$ cat src/rtl/seq_pkg.sv
// Shared types and default beat counts for the conv1 -> maxpool -> fire layer sequencer.
package seq_pkg;

    typedef enum logic [2:0] {
        ST_IDLE  = 3'd0,
        ST_CONV1 = 3'd1,
        ST_POOL1 = 3'd2,
        ST_FIRE  = 3'd3,
        ST_GAP   = 3'd4,
        ST_DONE  = 3'd5
    } seq_state_e;

    localparam int CONV1_OUTS_DEF = 12321;
    localparam int POOL1_OUTS_DEF = 3025;
    localparam int SQ_OUTS_DEF    = 3025;
    localparam int NUM_FIRES_MAX  = 8;

endpackage

$ cat src/rtl/beat_counter.sv
// Per-stage output beat counter; saturates at limit and flags the final beat.
module beat_counter #(
    parameter int W = 32
) (
    input  logic         clk,
    input  logic         rst,
    input  logic         clr_i,
    input  logic         inc_i,
    input  logic [W-1:0] limit_i,
    output logic [W-1:0] count_o,
    output logic         last_o
);

    localparam logic [W-1:0] ONE = {{(W-1){1'b0}}, 1'b1};

    logic [W-1:0] count_q;

    assign count_o = count_q;
    assign last_o  = inc_i && (count_q == (limit_i - ONE));

    // Beat count register, cleared on request, never advancing past limit.
    always_ff @(posedge clk or negedge rst) begin
        if (!rst) begin
            count_q <= {W{1'b0}};
        end else if (clr_i) begin
            count_q <= {W{1'b0}};
        end else if (inc_i && (count_q != limit_i)) begin
            count_q <= count_q + ONE;
        end
    end

endmodule

$ cat src/rtl/layer_sequencer.sv
// Sequences conv1 -> maxpool2d -> squeeze1x1 fires: stage enables, bank write addresses,
// fire select and ping-pong bank, with sticky detection of valids from inactive stages.
module layer_sequencer
    import seq_pkg::*;
#(
    parameter int CONV1_OUTS = CONV1_OUTS_DEF,
    parameter int POOL1_OUTS = POOL1_OUTS_DEF,
    parameter int SQ_OUTS    = SQ_OUTS_DEF,
    parameter int NUM_FIRES  = NUM_FIRES_MAX,
    parameter int ADDR_W     = 32
) (
    input  logic              clk,
    input  logic              rst,
    input  logic              start,
    input  logic              abort,
    input  logic              conv1_valid,
    input  logic              pool_valid,
    input  logic              sq_valid,
    output logic              conv_en,
    output logic              pool_en,
    output logic              sq_en,
    output logic [ADDR_W-1:0] conv_wr_addr,
    output logic [ADDR_W-1:0] pool_wr_addr,
    output logic [ADDR_W-1:0] sq_wr_addr,
    output logic [2:0]        firesel,
    output logic              pp_bank,
    output logic              busy,
    output logic              done,
    output logic              err
);

    localparam logic [ADDR_W-1:0] CONV_LIM  = ADDR_W'(CONV1_OUTS);
    localparam logic [ADDR_W-1:0] POOL_LIM  = ADDR_W'(POOL1_OUTS);
    localparam logic [ADDR_W-1:0] SQ_LIM    = ADDR_W'(SQ_OUTS);
    localparam logic [2:0]        LAST_FIRE = 3'(NUM_FIRES - 1);

    seq_state_e state_q, state_d;
    logic       conv_en_q, pool_en_q, sq_en_q, busy_q, done_q;
    logic       err_q, err_d, pp_bank_q, pp_bank_d;
    logic [2:0] firesel_q, firesel_d;
    logic       start_acc_s, stray_s, clr_all_s, clr_sq_s;
    logic       conv_inc_s, pool_inc_s, sq_inc_s;
    logic       conv_last_s, pool_last_s, sq_last_s;

    // A beat counts only for the active stage, and abort freezes every counter.
    assign conv_inc_s  = conv1_valid && (state_q == ST_CONV1) && !abort;
    assign pool_inc_s  = pool_valid  && (state_q == ST_POOL1) && !abort;
    assign sq_inc_s    = sq_valid    && (state_q == ST_FIRE)  && !abort;
    assign start_acc_s = start && (state_q == ST_IDLE) && !abort;
    assign stray_s     = (conv1_valid && (state_q != ST_CONV1))
                       | (pool_valid  && (state_q != ST_POOL1))
                       | (sq_valid    && (state_q != ST_FIRE));

    beat_counter #(.W(ADDR_W)) u_conv_cnt (
        .clk(clk), .rst(rst), .clr_i(clr_all_s), .inc_i(conv_inc_s),
        .limit_i(CONV_LIM), .count_o(conv_wr_addr), .last_o(conv_last_s)
    );

    beat_counter #(.W(ADDR_W)) u_pool_cnt (
        .clk(clk), .rst(rst), .clr_i(clr_all_s), .inc_i(pool_inc_s),
        .limit_i(POOL_LIM), .count_o(pool_wr_addr), .last_o(pool_last_s)
    );

    beat_counter #(.W(ADDR_W)) u_sq_cnt (
        .clk(clk), .rst(rst), .clr_i(clr_all_s | clr_sq_s), .inc_i(sq_inc_s),
        .limit_i(SQ_LIM), .count_o(sq_wr_addr), .last_o(sq_last_s)
    );

    // Next-state, fire/bank bookkeeping and counter clears.
    always_comb begin
        state_d   = state_q;
        firesel_d = firesel_q;
        pp_bank_d = pp_bank_q;
        clr_all_s = 1'b0;
        clr_sq_s  = 1'b0;
        if (abort) begin
            state_d = ST_IDLE;
        end else begin
            case (state_q)
                ST_IDLE: begin
                    if (start_acc_s) begin
                        state_d   = ST_CONV1;
                        clr_all_s = 1'b1;
                        firesel_d = 3'd0;
                        pp_bank_d = 1'b0;
                    end else begin
                        state_d = ST_IDLE;
                    end
                end
                ST_CONV1: begin
                    if (conv_last_s) state_d = ST_POOL1;
                    else             state_d = ST_CONV1;
                end
                ST_POOL1: begin
                    if (pool_last_s) begin
                        state_d   = ST_GAP;
                        firesel_d = 3'd0;
                        pp_bank_d = 1'b0;
                    end else begin
                        state_d = ST_POOL1;
                    end
                end
                ST_GAP: begin
                    state_d  = ST_FIRE;
                    clr_sq_s = 1'b1;
                end
                ST_FIRE: begin
                    if (sq_last_s && (firesel_q < LAST_FIRE)) begin
                        state_d   = ST_GAP;
                        firesel_d = firesel_q + 3'd1;
                        pp_bank_d = ~pp_bank_q;
                    end else if (sq_last_s) begin
                        state_d = ST_DONE;
                    end else begin
                        state_d = ST_FIRE;
                    end
                end
                ST_DONE: state_d = ST_IDLE;
                default: state_d = ST_IDLE;
            endcase
        end
        err_d = (start_acc_s ? 1'b0 : err_q) | stray_s;
    end

    // State and registered outputs, decoded from the next state so they align with it.
    always_ff @(posedge clk or negedge rst) begin
        if (!rst) begin
            state_q   <= ST_IDLE;
            conv_en_q <= 1'b0;
            pool_en_q <= 1'b0;
            sq_en_q   <= 1'b0;
            busy_q    <= 1'b0;
            done_q    <= 1'b0;
            err_q     <= 1'b0;
            firesel_q <= 3'd0;
            pp_bank_q <= 1'b0;
        end else begin
            state_q   <= state_d;
            conv_en_q <= (state_d == ST_CONV1);
            pool_en_q <= (state_d == ST_POOL1);
            sq_en_q   <= (state_d == ST_FIRE);
            busy_q    <= (state_d != ST_IDLE);
            done_q    <= (state_d == ST_DONE);
            err_q     <= err_d;
            firesel_q <= firesel_d;
            pp_bank_q <= pp_bank_d;
        end
    end

    assign conv_en = conv_en_q;
    assign pool_en = pool_en_q;
    assign sq_en   = sq_en_q;
    assign busy    = busy_q;
    assign done    = done_q;
    assign err     = err_q;
    assign firesel = firesel_q;
    assign pp_bank = pp_bank_q;

endmodule

$ cat config.mk
export PLATFORM = sky130hd
export DESIGN_NAME = layer_sequencer
export DESIGN_NICKNAME = d
export VERILOG_FILES = /design/src/rtl/seq_pkg.sv /design/src/rtl/beat_counter.sv /design/src/rtl/layer_sequencer.sv
export SDC_FILE = /design/constraint.sdc
export NUM_CORES = 1
export LEC_CHECK = 0
export ABC_AREA = 0
export CORE_UTILIZATION = 40
export DETAILED_ROUTE_END_ITERATION = 12
export HOLD_SLACK_MARGIN = 0.02
export PLACE_DENSITY = 0.74
export SLEW_MARGIN = 40
export SYNTH_ARGS = -nofsm -noshare
export SYNTH_HDL_FRONTEND = slang
export SYNTH_SLANG_ARGS = --single-unit
$ cat constraint.sdc
create_clock -name clk -period 2.5 [get_ports clk]
set_clock_uncertainty 0.05 [all_clocks]
set_input_delay 0.625 -clock clk [delete_from_list [all_inputs] [get_ports clk]]
set_output_delay 0.625 -clock clk [all_outputs]
set_load 0.05 [all_outputs]
==> metrics.csv <==
metric,value,unit
run status,finished clean,
number of DRC markers in iteration 0,321,
clock slew at reported path FFs,0.07,ns
leak pwr,3.28,nW
Ports,113,
core area,14100,µm²
CP Cell Sequence,clkdlybuf4s50_1,
Longest Clk Path Bufs,2,
Die Ht,123,µm
Final Hold Vio Count,0,
Pins Over Slew Limit,0,
Max Cap Viol,0,
most frequent cells in the layout,"dfrtp_1 (109), clkdlybuf4s50_1 (109), nor2_1 (79), nand2_1 (50), buf_4 (49)",
Syn Nets,651,
largest net degree at the start of global routing,51,
R2R cell count,6,
top_reg_cell synth,dfrtp_1,
relative slew slack,62.1,%
clock sink count,109,
Worst EP required,1.82,ns
crit path capture type,output port,
WHS,0.185,ns
Initial Util,41.7,%
Worst Path Arrival,1.72,ns
Worst Setup Start Kind,flop,
Port Buffers,112,
PnR worst setup slack,0.103,ns
CP startpoint,u_pool_cnt.count_o[10]$_DFFE_PN0P_,
Synth async-reset ratio,100,%
area of the multi-input gates,2960,µm²
Peak supply drop,288,µV
worst-path maximum fanout,8,
Register Area,2730,µm²
min cycle time layout,2.40,ns
synth unique cells,56,
sequential area share after synthesis,46.4,%
CTS tree,yes,
Setup TNS,0,ns
# hold bufs at CTS,0,
worst path bufs/invs,1,
share of layout cells above drive strength 1,11.3,%
DRT Wirelength,16.0,mm
RR Endpoint,u_conv_cnt.count_o[20]$_DFFE_PN0P_,
critical path class,flop to output port,
origin of the critical flop-to-flop path,u_conv_cnt.count_o[6]$_DFFE_PN0P_,
R2R Setup Slk,0.19,ns
die area,15200,µm²
Cells after DPL,953,
Num CTS Buffers,9,
nets@finish,802,
synthesized flop and latch total,109,
CTS H-tree depth,3,
total vias in the final route,5512,
GR Util All Layers,21.8,%
CP Depth,1,
pre-CTS setup slack,-0.406,ns
fmax,417,MHz
actual slew at the worst max-slew pin,0.566,ns
period utilization,95.9,%
DRT Pass-1 Iters,4,
Mapped Area,5880,µm²
overall power,3.35,mW
RSZ-0062 raised after global routing,false,
worst setup path endpoint,pool_wr_addr[10],
Finished Core Util,55.4,%
post-route ant nets,0,
initial antenna violation count,0,
Syn Inst Count,634,
total gr overflow,0,
crit-path max cell delay,0.86,ns
Routability Congestion,0.856,
CTS Root Cell,clkbuf_16,
DR WL/cell,16.5,µm
ANT cells,0,
non-filler instance count after layout,970,
Crit path max-delay family,buffers and inverters,
CP max stage cell,clkdlybuf4s50_1,
Worst-Skew Late Latency,0.36,ns
Fillers,1221,
post-synth top area share,46.4,%
number of global-route vias before repair,5258,
Power Density,429,nW/µm²
dpl cell area,7510,µm²
HP Class,primary input to async pin,
Layout area overhead,32.8,%
num rows,43,
leading post-synthesis cells by cell area,"dfrtp_1 (46%), nor2_1 (5.0%), xnor2_1 (4.9%)",
Die X,123,µm
post-route cell area,7800,µm²
cell taking the most area after synthesis,dfrtp_1,
hpwl dp,11.7,mm
number of synthesized flops with an enable pin,0,
first-pass GRT wire length,25.9,mm
Ys Warns,0,
DRC,0,
Mapped Avg Cell Area,9.27,µm²
endpoints failing setup,0,
routed vias/inst,5.68,
registers in the layout, indices dropped and copies added, names as in the netlist:
name                flops
err                     1
conv_en                 1
busy                    1
state_q                 3
done                    1
firesel                 3
u_pool_cnt.count_o     32
u_sq_cnt.count_o       32
pp_bank                 1
pool_en                 1
sq_en                   1
u_conv_cnt.count_o     32
metal layers:
layer / share of wire [%] / vias up / routed length (µm) / global-route usage, %
met5: 0 / - / 0 / 0
met4: 2.6 / 0 / 422 / 9.64
met3: 4.3 / 29 / 685 / 3.14
met2: 48 / 163 / 7710 / 34.6
met1: 45 / 2743 / 7160 / 29.6
li1: - / 2577 / - / -
Yosys cell counts (16+ instances only):
library cell / instances
or3_1: 21
o21ai_0: 29
nand3_1: 40
inv_1: 23
nor4_1: 24
a21oi_1: 31
dfrtp_1: 109
xnor2_1: 33
nor2_1: 79
nand2_1: 50
nand4_1: 29
xor2_1: 26
nor3_1: 16
power breakdown:
| part | internal [mW] | switching [mW] | total (mW) |
|---|---|---|---|
| Sequential | 1.77 | 0.0124 | 1.78 |
| Clock | 0.715 | 0.665 | 1.38 |
| Combinational | 0.0586 | 0.128 | 0.186 |
logic make-up (layout without fill, tap and decap cells):
kind of cell,count (synthesis),in the layout,share of synthesized area [%]
AND/OR/NAND/NOR,325,325,30.3
XOR/XNOR,59,59,8.79
adder cells (fa/ha/maj),10,10,2.13
flip-flops,109,109,46.4
AO/OA/AOI/OAI,77,77,7.45
multiplexers,9,9,1.53
buffers and inverters,45,201,3.36
layout make-up:
type,count,share of cell area [%]
inverters,23,1.11
flip-flops and latches,109,35.0
clock inverters,5,0.545
clock buffers,11,3.11
multi-input cells,480,37.9
well taps,180,2.89
repair buffers,162,19.5
worst min path at each step:
stage | from | depth (start not counted) | slack [ns] | end
2_1_floorplan | rst | 0 | 0.28 | busy$_DFF_PN0_
3_3_place_gp | err$_DFF_PN0_ | 2 | 0.40 | err$_DFF_PN0_
3_5_place_dp | err$_DFF_PN0_ | 2 | 0.43 | err$_DFF_PN0_
4_1_cts | rst | 1 | 0.20 | u_sq_cnt.count_o[24]$_DFFE_PN0P_
5_1_grt | rst | 1 | 0.22 | u_pool_cnt.count_o[2]$_DFFE_PN0P_
6_report | rst | 1 | 0.18 | u_sq_cnt.count_o[24]$_DFFE_PN0P_
timing repair:
action	4_1_cts	5_1_grt
pin swaps	1	0
buffers inserted	1	0
cloned	0	0
gates resized for setup	1	1
endpoints found under the setup margin	2	1
Note: power is estimated with default switching activity, not from simulation.
